File: src/rtl/sync_fifo.sv
// Single-clock FIFO with registered fill level, programmable almost thresholds,
// sticky overflow/underflow flags and selectable FWFT or registered read.
module sync_fifo #(
  parameter int unsigned DATA_WIDTH             = 8,
  parameter int unsigned ADDRESS_WIDTH          = 4,
  parameter int unsigned ALMOST_FULL_THRESHOLD  = 2**ADDRESS_WIDTH - 2,
  parameter int unsigned ALMOST_EMPTY_THRESHOLD = 2,
  parameter int unsigned FWFT                   = 1
) (
  input  logic                   clock,
  input  logic                   reset,
  input  logic [DATA_WIDTH-1:0]  write_data,
  input  logic                   write_increment,
  output logic                   full,
  output logic                   almost_full,
  output logic                   overflow,
  input  logic                   read_increment,
  output logic [DATA_WIDTH-1:0]  read_data,
  output logic                   empty,
  output logic                   almost_empty,
  output logic                   underflow,
  output logic [ADDRESS_WIDTH:0] fill_level
);

  localparam int unsigned DEPTH = 2**ADDRESS_WIDTH;
  localparam int unsigned PTR_W = ADDRESS_WIDTH + 1;

  if (!((ALMOST_EMPTY_THRESHOLD < ALMOST_FULL_THRESHOLD) &&
        (ALMOST_FULL_THRESHOLD <= DEPTH))) begin : g_bad_thresholds
    $error("sync_fifo: thresholds must satisfy AE < AF <= DEPTH");
  end

  logic [DATA_WIDTH-1:0] r_mem [DEPTH];
  logic [PTR_W-1:0]      r_wr_ptr;
  logic [PTR_W-1:0]      r_rd_ptr;
  logic [PTR_W-1:0]      r_level;
  logic                  r_full;
  logic                  r_empty;
  logic                  r_almost_full;
  logic                  r_almost_empty;
  logic                  r_overflow;
  logic                  r_underflow;

  logic                  w_push;
  logic                  w_pop;
  logic [PTR_W-1:0]      w_level_next;

  // Acceptance uses the registered flags; requests during reset are dropped.
  assign w_push       = write_increment && !r_full  && !reset;
  assign w_pop        = read_increment  && !r_empty && !reset;
  assign w_level_next = r_level + PTR_W'(w_push) - PTR_W'(w_pop);

  always_ff @(posedge clock) begin
    if (reset) begin
      r_wr_ptr       <= '0;
      r_rd_ptr       <= '0;
      r_level        <= '0;
      r_full         <= 1'b0;
      r_empty        <= 1'b1;
      r_almost_full  <= 1'b0;
      r_almost_empty <= 1'b1;
      r_overflow     <= 1'b0;
      r_underflow    <= 1'b0;
    end else begin
      if (w_push) r_wr_ptr <= r_wr_ptr + PTR_W'(1);
      if (w_pop)  r_rd_ptr <= r_rd_ptr + PTR_W'(1);
      r_level        <= w_level_next;
      r_full         <= (w_level_next == PTR_W'(DEPTH));
      r_empty        <= (w_level_next == '0);
      r_almost_full  <= (w_level_next >= PTR_W'(ALMOST_FULL_THRESHOLD));
      r_almost_empty <= (w_level_next <= PTR_W'(ALMOST_EMPTY_THRESHOLD));
      if (write_increment && r_full) r_overflow  <= 1'b1;
      if (read_increment && r_empty) r_underflow <= 1'b1;
    end
  end

  // Storage is intentionally not cleared by reset.
  always_ff @(posedge clock) begin
    if (w_push) r_mem[r_wr_ptr[ADDRESS_WIDTH-1:0]] <= write_data;
  end

  if (FWFT != 0) begin : g_fwft
    assign read_data = r_mem[r_rd_ptr[ADDRESS_WIDTH-1:0]];
  end else begin : g_reg_read
    logic [DATA_WIDTH-1:0] r_read_data;
    always_ff @(posedge clock) begin
      if (reset) begin
        r_read_data <= '0;
      end else if (w_pop) begin
        r_read_data <= r_mem[r_rd_ptr[ADDRESS_WIDTH-1:0]];
      end
    end
    assign read_data = r_read_data;
  end

  assign full         = r_full;
  assign empty        = r_empty;
  assign almost_full  = r_almost_full;
  assign almost_empty = r_almost_empty;
  assign overflow     = r_overflow;
  assign underflow    = r_underflow;
  assign fill_level   = r_level;

endmodule

File: config.mk
export PLATFORM = sky130hd
export DESIGN_NAME = sync_fifo
export DESIGN_NICKNAME = d
export VERILOG_FILES = /design/src/rtl/sync_fifo.sv
export SDC_FILE = /design/constraint.sdc
export NUM_CORES = 1
export LEC_CHECK = 0
export ABC_AREA = 0
export CORE_ASPECT_RATIO = 1.2
export CORE_MARGIN = 2
export CORE_UTILIZATION = 56
export CTS_CLUSTER_SIZE = 25
export DETAILED_ROUTE_END_ITERATION = 8
export GPL_ROUTABILITY_DRIVEN = 0
export HOLD_SLACK_MARGIN = 0.08
export PLACE_DENSITY = 0.86
export SYNTH_ARGS = -nofsm -noshare
export SYNTH_HDL_FRONTEND = slang
export SYNTH_SLANG_ARGS = --single-unit
File: constraint.sdc
create_clock -name clock -period 3.6 [get_ports clock]
set_input_delay 0.72 -clock clock [delete_from_list [all_inputs] [get_ports clock]]
set_output_delay 0.72 -clock clock [all_outputs]
set_load 0.02 [all_outputs]
* Word level (Yosys, flattened, before mapping)
Memories as Yosys holds them, arrays and structs flattened. A register that Yosys moved wholly into a read port is not among the register bits.
Cells that the tools add are included.
** Storage, ports and cells
- Register bits after elaboration :: 21
- Bits in writable memories :: 128
- Output and inout bits :: 19
- Memories kept :: 1
** Operators by class
- Add/subtract/negate cells :: 4
- $lt $le $gt $ge :: 2
- Equality and inequality tests :: 1
- Muxes and demuxes :: 4
- Reduce and logical (&&, ||, !) cells :: 10
** Memories
- r_mem :: depth 16, width 8, rd ports 1, clocked after Yosys merged registers in 1, write ports 1, line 33 : logic [DATA_WIDTH-1:0] r_mem [DEPTH];
** Operators by type and width (number)
- adder 5 x 1 -> 5 bit, second input constant :: 2
- 2-to-1 mux 4 bit :: 2
- logical AND 1 bit :: 6
- adder 5 x 1 -> 5 bit :: 1
- equality test 5 bit, second input constant :: 1
- >= comparator 5 x 4 -> 1 bit, second input constant :: 1
- <= comparator 5 x 2 -> 1 bit, second input constant :: 1
- zero test 5 bit :: 1
- subtractor 5 x 1 -> 5 bit :: 1
- zero test 1 bit :: 3
- 2-to-1 mux 1 bit :: 2

* Longest topological paths before layout
- Word-level depth :: 6
- Depth in mapped cells :: 10
- Mapped depth without buffers :: 10

* Worst setup path before layout
No wires, ideal clock.
- Path kind :: input -> register
- Start point :: input write_increment
- End point :: register r_almost_full (netlist: almost_full)
- Library setup time :: 71 ps
- Arrival time :: 2813 ps
- Slack :: 716 ps
- Stages :: 9
- Cells stage by stage :: nor3b_2 -> inv_1 -> nand3_1 -> o21ai_0 -> ha_1 -> fa_1 -> xnor2_1 -> or4b_1 -> a21oi_1
** On the way
- Longest elaborated chain between the ends :: 5
** Ends and longest elaborated chain
- start: declaration :: line 13 : input logic write_increment,
- logical AND 1 bit (2 in a row) :: line 49 : assign w_push = write_increment && !r_full && !reset;
- adder 5 x 1 -> 5 bit :: line 51 : assign w_level_next = r_level + PTR_W'(w_push) - PTR_W'(w_pop);
- subtractor 5 x 1 -> 5 bit :: line 51
- >= comparator 5 x 4 -> 1 bit :: line 70 : r_almost_full <= (w_level_next >= PTR_W'(ALMOST_FULL_THRESHOLD));
- end signal: assignment :: line 70
- end: declaration :: line 39 : logic r_almost_full;
Every way passes these cells.
A chain may end at the register's enable or synchronous reset.

==> results.tsv <==
metric	value	unit
cp_slowest_cell	mux4_1	
synth_common_cells	edfxtp_1, nor2_1, mux4_1, dfxtp_1, mux4_2	
io_pins	31	
cap_violations	0	
htreeDepth	4	
yosysSeqAreaShare	72.0	%
crit_type	reg2out	
synthCells	300	
clock_skew	0.0154	ns
grt_antenna_before_repair	0	
die_h	117	um
drv_slew	0	
wl	11400	um
rrSetupSlack	1.11	ns
required	2.88	ns
status	finished clean	
firstDrtPassIters	4	
synth_async_sr_flop_share	0	%
ys_ff_latch	151	
fin_util	68.7	%
syn-num-nets	322	
endpoint_kind	output port	
fmax	290	MHz
postCtsSetupBuffers	0	
avgSynthCellArea	19.9	um^2
layout_min_cycle_time	3.45	ns
die_area	11500	um^2
yosys_warnings	0	
finalCritPeriodShare	95.8	%
synth_top_area_share	64.3	%
portBuffers	30	
power_density	680	nW/um^2
synth_fa_ha_area_share	2.22	%
routedWlPerCell	22.9	um
rr_endpoint	full	
grt_max_degree	33	
crit_fanout	32	
slew_headroom	59.4	%
p_leak	2.45	nW
clockBufferDepth	2	
globalRouteTotalUtil	21.5	%
clock-sinks	151	
grt_pass1_vias	3163	
hold_violations	0	
hp-class	reg2reg	
rows	41	
yosys_most_used_dff	edfxtp_1	
finalSetupTns	0	ns
syn_area	5980	um^2
ant_nets	0	
start_util	57.1	%
r2r_start	full	
grt_overflow	0	
rsz0062_at_grt	false	
cp-endpoint	read_data[5]	
synth-compound-area-share	1.17	%
via_per_inst	5.96	
finalSetupViolations	0	
grt_pass1_wl	17600	um
slowest_delay	0.60	ns
cts_made_buffers	17	
hpwl	7200	um
clk_pin_slew	0.06	ns
yosysMostFrequentCell	edfxtp_1	
synth_xor_area_share	1.32	%
min_path_cells	2	
startpoint_type	flop	
cp_cell_sequence	buf_12, mux4_1, mux4_2, clkdlybuf4s50_1	
drtIter0Drc	191	
vias	2978	
synth.area.top_cells	edfxtp_1, mux4_1, dfxtp_1	
core_area	10500	um^2
die_w	98.3	um
synthMuxAreaShare	16.7	%
area_delta_synth_final	20.2	%
synth_edf_count	128	
synth.distinct_cells	33	
cp.arrival	2.73	ns
synth_top_family_by_area	multiplexers	
worst_slew_pin_slew	0.608	ns
clk-insertion-delay-late	0.42	ns
nets	380	
final.fill_count	643	
cts_hold_buf	0	
post_cts_resize_count	0	
drc_errors	0	
synth.largest_area_cell	edfxtp_1	
synthSimpleGateAreaFrac	4.37	%
drive_above_1_share	19.7	%
r2r_cells	10	
diodes	0	
vdd_ir_drop_max	0.584	mV
clock-root-buffer	clkbuf_16	
tritoncts	yes	
## registers in the layout, indices dropped and copies added (netlist names), named ones only
signal and cells:
r_wr_ptr 4, fill_level 5, empty 1, full 1, almost_full 1, almost_empty 1, r_rd_ptr 4, underflow 1
overflow 1, r_mem 128
## power breakdown
group          internal [mW]  switching [mW]
registers               1.99          0.0550
logic                  0.491           0.500
clock network           1.20           0.660
## critical path, delay by kind of cell (launching register included)
kind     cells  cell delay [ns]
flops        1             0.34
mux          2             1.14
buf+inv      2             0.81
## layer usage
| metal | GRT usage, % | vias to the layer above | wire length [um] |
|---|---|---|---|
| li1 | - | 1329 | - |
| met1 | 26.3 | 1515 | 4620 |
| met2 | 35.3 | 108 | 5820 |
| met3 | 5.70 | 26 | 584 |
| met4 | 11.8 | 0 | 406 |
| met5 | 0 | - | 0 |
## area by class of cell
class	count	area [um^2]	area share, %
Clock buffer	26	622	8.65
Clock inverter	6	38.8	0.540
Inverter	8	30.0	0.418
Multi-Input combinational cell	127	1540	21.5
Sequential cell	151	4310	59.9
Tap cell	129	161	2.25
Timing Repair Buffer	53	485	6.75
## metrics by stage
stage	power [mW]	cell area [um^2]	worst slack [ns]	hold WS (ns)	std cells
after floorplan	2.73	5980	0.716	0.472	300
after global placement	3.02	6530	0.435	0.455	468
after detailed placement	3.06	6530	0.240	0.468	468
after CTS	4.91	7190	0.146	0.490	500
after global routing	5.06	7190	0.0841	0.546	500
final	4.89	7190	0.151	0.493	500
## worst min-delay path by stage
stage	startpoint	to
after global placement	underflow	underflow
after global routing	r_rd_ptr[3]	r_rd_ptr[3]
after floorplan	r_rd_ptr[3]	flop
after detailed placement	underflow	underflow
after CTS	underflow	underflow
final	underflow	underflow
## cell usage in the layout (no fill, tap or decap), types with 2 or more instances in the layout
master / Yosys / final
nand2b_1: 2 / 2
nand4_1: 2 / 2
nor3_1: 4 / 4
ha_1: 9 / 9
clkinv_2: 0 / 3
a21oi_1: 6 / 6
nand2_1: 9 / 9
edfxtp_1: 128 / 128
mux4_1: 24 / 24
buf_4: 1 / 22
inv_1: 8 / 8
mux4_2: 16 / 16
xor2_1: 5 / 5
dfxtp_1: 23 / 22
nand3_1: 2 / 2
nor2b_1: 3 / 3
nor2_1: 29 / 29
a41o_1: 2 / 2
clkbuf_16: 0 / 24
clkdlybuf4s50_1: 0 / 30
xnor2_1: 4 / 4
clkinv_4: 0 / 2
## cell families (layout without fill, tap and decap cells)
logic type,Yosys count,count (layout)
DFF,151,151
AOI/OAI and AO/OA,11,11
xor gates and xnor gates,9,9
and+or+nand+nor,56,56
buffers and inverters,22,93
muxes,41,41
adders and majority gates,10,10
Note: power is estimated with default switching activity, not from simulation.
